$ cat src/rtl/mem_access_stage.sv
// Memory stage plus M/W pipeline register of the 5-stage RISC-V core.
//
// Turns the M_* bundle into a single req/ack bus transaction for loads and stores
// (word-aligned address, byte-lane enables, replicated store data), aligns and
// extends load data, and registers the writeback bundle. While a bus access is
// outstanding, stall freezes the upstream pipeline and W receives bubbles, so each
// instruction writes back exactly once.
//
// Ports:
//   clk, rst                    clock (rising edge), asynchronous active-high reset
//   M_*                         execute/memory pipeline register bundle (inputs)
//   mem_rdata, mem_ack          bus read word and completion strobe
//   mem_req, mem_we, mem_addr,
//   mem_wdata, mem_be           registered bus request, held stable until ack
//   stall                       combinational freeze for PC/F/D/E/M registers
//   W_*                         registered writeback bundle
//   misalign_err, bus_err       one-cycle error pulses (misaligned op, bus timeout)
module mem_access_stage #(
   parameter int unsigned DATA_WIDTH = 32,
   parameter int unsigned TIMEOUT    = 16
) (
   input  logic                  clk,
   input  logic                  rst,
   input  logic                  M_RegWrite,
   input  logic                  M_mem_write,
   input  logic [1:0]            M_type_control,
   input  logic                  M_sign_ext_flag,
   input  logic [1:0]            M_result_src,
   input  logic [DATA_WIDTH-1:0] M_alu_result,
   input  logic [DATA_WIDTH-1:0] M_write_data,
   input  logic [DATA_WIDTH-1:0] M_pc_out4,
   input  logic [4:0]            M_rd,
   input  logic [DATA_WIDTH-1:0] mem_rdata,
   input  logic                  mem_ack,
   output logic                  mem_req,
   output logic                  mem_we,
   output logic [DATA_WIDTH-1:0] mem_addr,
   output logic [DATA_WIDTH-1:0] mem_wdata,
   output logic [3:0]            mem_be,
   output logic                  stall,
   output logic                  W_RegWrite,
   output logic [1:0]            W_result_src,
   output logic [DATA_WIDTH-1:0] W_alu_result,
   output logic [DATA_WIDTH-1:0] W_read_data,
   output logic [DATA_WIDTH-1:0] W_pc_out4,
   output logic [4:0]            W_rd,
   output logic                  misalign_err,
   output logic                  bus_err
);

   localparam int unsigned CntW = (TIMEOUT > 1) ? $clog2(TIMEOUT) : 1;
   localparam logic [CntW-1:0] CntLast = CntW'(TIMEOUT - 1);

   typedef enum logic [0:0] {StIdle, StAccess} state_t;

   state_t r_state;
   state_t w_state_d;

   // Registered bus outputs
   logic                  r_req, w_req_d;
   logic                  r_we, w_we_d;
   logic [DATA_WIDTH-1:0] r_addr, w_addr_d;
   logic [DATA_WIDTH-1:0] r_wdata, w_wdata_d;
   logic [3:0]            r_be, w_be_d;
   logic [CntW-1:0]       r_cnt, w_cnt_d;

   // Registered writeback bundle and error pulses
   logic                  r_w_regwrite, w_w_regwrite_d;
   logic [1:0]            r_w_result_src, w_w_result_src_d;
   logic [DATA_WIDTH-1:0] r_w_alu, w_w_alu_d;
   logic [DATA_WIDTH-1:0] r_w_rdata, w_w_rdata_d;
   logic [DATA_WIDTH-1:0] r_w_pc4, w_w_pc4_d;
   logic [4:0]            r_w_rd, w_w_rd_d;
   logic                  r_misalign, w_misalign_d;
   logic                  r_bus_err, w_bus_err_d;

   // Decode of the M bundle
   logic                  w_is_load;
   logic                  w_mem_op;
   logic [1:0]            w_off;
   logic                  w_misaligned;
   logic                  w_timeout;
   logic                  w_stall;
   logic [3:0]            w_be_calc;
   logic [DATA_WIDTH-1:0] w_wdata_calc;
   logic [7:0]            w_lane_b;
   logic [15:0]           w_lane_h;
   logic [DATA_WIDTH-1:0] w_load_data;

   assign w_is_load    = (M_result_src == 2'b01) && !M_mem_write;
   assign w_mem_op     = w_is_load || M_mem_write;
   assign w_off        = M_alu_result[1:0];
   // Type 11 is treated as word, so any type with bit 1 set needs off == 00
   assign w_misaligned = ((M_type_control == 2'b01) && w_off[0]) ||
                         (M_type_control[1] && (w_off != 2'b00));
   assign w_timeout    = (TIMEOUT != 0) && (r_cnt == CntLast);

   // Byte-lane enables and store replication; loads reuse the same enables
   always_comb begin
      w_be_calc    = 4'b1111;
      w_wdata_calc = M_write_data;
      unique case (M_type_control)
         2'b00: begin
            w_be_calc    = 4'b0001 << w_off;
            w_wdata_calc = {4{M_write_data[7:0]}};
         end
         2'b01: begin
            w_be_calc    = w_off[1] ? 4'b1100 : 4'b0011;
            w_wdata_calc = {2{M_write_data[15:0]}};
         end
         default: begin
            w_be_calc    = 4'b1111;
            w_wdata_calc = M_write_data;
         end
      endcase
   end

   // Load lane selection and extension. M is frozen by stall during ACCESS, so the
   // offset and type seen at ack are those of the issuing instruction.
   assign w_lane_b = mem_rdata[{w_off, 3'b000} +: 8];
   assign w_lane_h = mem_rdata[{w_off[1], 4'b0000} +: 16];

   always_comb begin
      w_load_data = mem_rdata;
      unique case (M_type_control)
         2'b00:   w_load_data = M_sign_ext_flag ? {{24{w_lane_b[7]}}, w_lane_b}
                                                : {24'b0, w_lane_b};
         2'b01:   w_load_data = M_sign_ext_flag ? {{16{w_lane_h[15]}}, w_lane_h}
                                                : {16'b0, w_lane_h};
         default: w_load_data = mem_rdata;
      endcase
   end

   // FSM: state register
   always_ff @(posedge clk or posedge rst) begin
      if (rst) begin
         r_state <= StIdle;
      end else begin
         r_state <= w_state_d;
      end
   end

   // FSM: next-state logic
   always_comb begin
      w_state_d = r_state;
      unique case (r_state)
         StIdle: begin
            if (w_mem_op && !w_misaligned) w_state_d = StAccess;
         end
         StAccess: begin
            if (mem_ack || w_timeout) w_state_d = StIdle;
         end
         default: w_state_d = StIdle;
      endcase
   end

   // FSM: outputs (stall plus next values for the bus and writeback registers)
   always_comb begin
      w_stall          = 1'b0;
      w_req_d          = r_req;
      w_we_d           = r_we;
      w_addr_d         = r_addr;
      w_wdata_d        = r_wdata;
      w_be_d           = r_be;
      w_cnt_d          = '0;
      w_misalign_d     = 1'b0;
      w_bus_err_d      = 1'b0;
      // Bubble unless an instruction completes this cycle
      w_w_regwrite_d   = 1'b0;
      w_w_result_src_d = 2'b00;
      w_w_alu_d        = '0;
      w_w_rdata_d      = '0;
      w_w_pc4_d        = '0;
      w_w_rd_d         = 5'd0;

      unique case (r_state)
         StIdle: begin
            if (w_mem_op) begin
               if (w_misaligned) begin
                  w_misalign_d = 1'b1;
               end else begin
                  w_stall   = 1'b1;
                  w_req_d   = 1'b1;
                  w_we_d    = M_mem_write;
                  w_addr_d  = {M_alu_result[DATA_WIDTH-1:2], 2'b00};
                  w_wdata_d = w_wdata_calc;
                  w_be_d    = w_be_calc;
               end
            end else begin
               w_w_regwrite_d   = M_RegWrite;
               w_w_result_src_d = M_result_src;
               w_w_alu_d        = M_alu_result;
               w_w_pc4_d        = M_pc_out4;
               w_w_rd_d         = M_rd;
            end
         end
         StAccess: begin
            if (mem_ack) begin
               w_req_d          = 1'b0;
               w_we_d           = 1'b0;
               w_w_regwrite_d   = M_RegWrite;
               w_w_result_src_d = M_result_src;
               w_w_alu_d        = M_alu_result;
               w_w_rdata_d      = w_is_load ? w_load_data : '0;
               w_w_pc4_d        = M_pc_out4;
               w_w_rd_d         = M_rd;
            end else if (w_timeout) begin
               // Abort: the instruction is dropped and W gets a bubble
               w_req_d     = 1'b0;
               w_we_d      = 1'b0;
               w_bus_err_d = 1'b1;
            end else begin
               w_stall = 1'b1;
               w_cnt_d = r_cnt + 1'b1;
            end
         end
         default: begin
            w_req_d = 1'b0;
            w_we_d  = 1'b0;
         end
      endcase
   end

   always_ff @(posedge clk or posedge rst) begin
      if (rst) begin
         r_req          <= 1'b0;
         r_we           <= 1'b0;
         r_addr         <= '0;
         r_wdata        <= '0;
         r_be           <= 4'b0000;
         r_cnt          <= '0;
         r_w_regwrite   <= 1'b0;
         r_w_result_src <= 2'b00;
         r_w_alu        <= '0;
         r_w_rdata      <= '0;
         r_w_pc4        <= '0;
         r_w_rd         <= 5'd0;
         r_misalign     <= 1'b0;
         r_bus_err      <= 1'b0;
      end else begin
         r_req          <= w_req_d;
         r_we           <= w_we_d;
         r_addr         <= w_addr_d;
         r_wdata        <= w_wdata_d;
         r_be           <= w_be_d;
         r_cnt          <= w_cnt_d;
         r_w_regwrite   <= w_w_regwrite_d;
         r_w_result_src <= w_w_result_src_d;
         r_w_alu        <= w_w_alu_d;
         r_w_rdata      <= w_w_rdata_d;
         r_w_pc4        <= w_w_pc4_d;
         r_w_rd         <= w_w_rd_d;
         r_misalign     <= w_misalign_d;
         r_bus_err      <= w_bus_err_d;
      end
   end

   assign stall        = w_stall;
   assign mem_req      = r_req;
   assign mem_we       = r_we;
   assign mem_addr     = r_addr;
   assign mem_wdata    = r_wdata;
   assign mem_be       = r_be;
   assign W_RegWrite   = r_w_regwrite;
   assign W_result_src = r_w_result_src;
   assign W_alu_result = r_w_alu;
   assign W_read_data  = r_w_rdata;
   assign W_pc_out4    = r_w_pc4;
   assign W_rd         = r_w_rd;
   assign misalign_err = r_misalign;
   assign bus_err      = r_bus_err;

endmodule

$ cat config.mk
export PLATFORM = sky130hd
export DESIGN_NAME = mem_access_stage
export DESIGN_NICKNAME = d
export VERILOG_FILES = /design/src/rtl/mem_access_stage.sv
export SDC_FILE = /design/constraint.sdc
export NUM_CORES = 1
export LEC_CHECK = 0
export CORE_MARGIN = 5
export CORE_UTILIZATION = 35
export DETAILED_ROUTE_END_ITERATION = 6
export HOLD_SLACK_MARGIN = 0.02
export MAX_ROUTING_LAYER = met4
export PLACE_DENSITY = 0.8
export SKIP_CTS_REPAIR_TIMING = 1
export SLEW_MARGIN = 0
export SYNTH_ARGS = -nofsm -noshare
export SYNTH_HDL_FRONTEND = slang
export SYNTH_SLANG_ARGS = --single-unit
$ cat constraint.sdc
create_clock -name clk -period 14.7 [get_ports clk]
set_input_delay 2.94 -clock clk [delete_from_list [all_inputs] [get_ports clk]]
set_output_delay 2.94 -clock clk [all_outputs]
set_load 0.01 [all_outputs]
==> summary.md <==
| Metric | Value |
|---|---|
| Clock Pin Slew Worst Setup and Hold Paths | 0.06 ns |
| Req. time, crit path | 11.76 ns |
| Synth unique cells | 47 |
| # DRC | 0 |
| Clk_skew | 0.0159 ns |
| Post-synthesis mux area share | 11.4% |
| WL/cell | 18.4 um |
| Vias in the first global route | 5548 |
| Hold crit path type | reg2reg |
| Initial antenna violation count | 0 |
| Worst Path Arrival | 5.10 ns |
| Most common cell after layout, fill and taps aside | clkdlybuf4s50_1 |
| Synth-to-Final Area Change | 57.1% |
| WL final | 21.1 mm |
| Final setup viols | 0 |
| Row cnt | 51 |
| DR vias/cell | 4.68 |
| Antenna Violating Nets Remaining | 0 |
| Cells after synthesis | 563 |
| Die Height | 152 um |
| Main synth FF type | dfrtp_1 |
| Worst skew pair latency | 0.42 ns |
| Worst-Margin Slew | 1.01 ns |
| Clock period minus worst slack | 8.04 ns |
| Period utilization | 54.7% |
| Worst Setup Start Kind | primary input |
| Slew HR | 32.8% |
| Post-Synth Simple-Gate Area | 11.4% |
| Leak | 0.00484 uW |
| Asr flop ratio synth | 100% |
| Pwr Total | 1440 uW |
| Max FO, Critical Path | 17 |
| Die ar. | 23000 um^2 |
| Post-synthesis compound-gate area fraction | 9.42% |
| Synth Cell Area | 7030 um^2 |
| Mean post-synth cell area | 12.5 um^2 |
| Final Hold Fails | 0 |
| # nets final | 1013 |
| Final Max Slew Viols | 0 |
| CTS max path bufs | 2 |
| Overflow after GRT | 0 |
| CTS Sinks | 179 |
| Max Cap Viol | 0 |
| Largest net degree at the start of global routing | 108 |
| Synth Warn # | 0 |
| First-pass GRT wire length | 31.6 mm |
| Layout cell share with drive strength beyond 1 | 11.7% |
| Core area | 19600 um^2 |
| Die Wd | 152 um |
| Yosys reg bits | 179 |
| Synth Area in XOR/XNOR | 0.249% |
| Post-synthesis sequential area ratio | 63.7% |
| IO buf count | 317 |
| Starting Density | 35.9% |
| CP Class | in2out |
| Fmax | 124 MHz |
| Outcome | completed |
| CTS tree | yes |
| CP Capture Type | output port |
| Final HPWL DP | 15.7 mm |
| Vias | 5366 |
| PD cells | 130 nW/um^2 |
| Largest family of logic cells by synthesized area | multiplexers |
| Max VDD drop | 88.4 uV |
| Router iterations before antenna repair | 4 |
| Ports | 320 |
| Post-synthesis adder-cell area fraction | 0.178% |
| GPL Wtd Cong | 0.782 |
| Fin Setup TNS | 0 ns |
| CTS Root Cell | clkbuf_16 |
| RSZ-0062 raised after global routing | false |
| Antenna cells | 0 |
| Number of H-tree levels | 4 |
| EDFF count, synth | 0 |
| Initial DRC count | 254 |
| CTS Buf Count | 17 |
| Global Route Usage Sum | 18.5% |
| Commonest non-fill, non-tap cells in the layout | clkdlybuf4s50_1, dfrtp_1, and2_1 |
-- area by class of cell --
cell class,count,area [um^2]
Tap cell,265,332
Fill cell,1681,8550
Clock inverter,14,171
Sequential cell,179,4480
Clock buffer,18,429
Inverter,22,90.1
Timing Repair Buffer,323,3210
Multi-Input combinational cell,326,2330
-- logic make-up (layout without fill, tap and decap cells) --
group / Yosys count / after routing
DFF: 179 / 179
and+or+nand+nor: 149 / 149
AOI/OAI and AO/OA: 99 / 99
muxes: 73 / 73
buffers and inverters: 59 / 377
xor gates and xnor gates: 2 / 2
adders and majority gates: 1 / 1
other: 1 / 2
-- per-layer routing --
metal	GRT usage, %	vias to the layer above	part of all wire, %	wire length (um)
li1	-	2512	-	-
met1	21.6	2634	39	8230
met2	31.5	206	51	10700
met3	5.89	14	9.3	1960
met4	4.04	0	0.73	155
met5	-	-	0	0
-- final timing paths --
kind                            cells after the start                to       startpoint  slack [ns]
min in group asynchronous                           2     W_pc_out4[18]              rst        3.05
worst max register to register                      4      mem_wdata[0]          r_state       12.53
worst max-delay path                                5             stall  M_alu_result[1]        6.66
worst min register to register                      2     mem_wdata[28]    mem_wdata[28]        0.47
worst min-delay path                                2     mem_wdata[28]    mem_wdata[28]        0.47
max in group asynchronous                           3  W_alu_result[11]              rst       10.25
-- metrics by stage --
stage	util [%]	hold WS, ns	cell area [um^2]	cells	setup slack [ns]
global placement	53.3	0.453	10400	1115	6.70
finish	56.4	0.474	11000	1147	6.66
detailed placement	53.3	0.469	10400	1115	6.65
CTS	56.4	0.483	11000	1147	6.63
floorplan	-	0.432	7030	564	6.90
global route	56.4	0.508	11000	1147	6.56
-- power by group --
part	internal (uW)	leakage [uW]	total (uW)	switching, uW
clock network	257	0.000282	463	206
logic	217	0.00226	373	156
registers	568	0.00230	604	36.6
-- synth_stat cells (5+ instances only) --
cell type  number  area share, %
dfrtp_1       179             64
and2_1         72            6.4
mux2_2         46            7.4
nand2_1        32            1.7
o21ai_0        30            2.1
mux2i_1        26            3.7
a21oi_1        24            1.7
nor2_1         23            1.2
inv_1          22            1.2
clkbuf_1       20            1.1
buf_2          12           0.85
a21oi_2        10            1.2
a222oi_1        7            1.0
a22o_1          7           0.87
a22oi_1         7           0.75
nor2b_1         5           0.44
-- critical path, cell delays in order --
cell             delay, ns
clkdlybuf4s50_1       0.79
nor2_1                0.49
o221ai_4              0.16
nand2_1               0.10
clkdlybuf4s50_1       0.60
-- flip-flops by register name, summed over array words and instances (netlist names) --
signal / count
r_state: 1
mem_wdata: 32
mem_req: 1
mem_addr: 30
W_RegWrite: 1
r_cnt: 4
mem_we: 1
W_read_data: 32
W_pc_out4: 32
W_alu_result: 32
misalign_err: 1
W_result_src: 2
mem_be: 4
bus_err: 1
W_rd: 5
No activity file was read; power rests on OpenSTA's default activity.
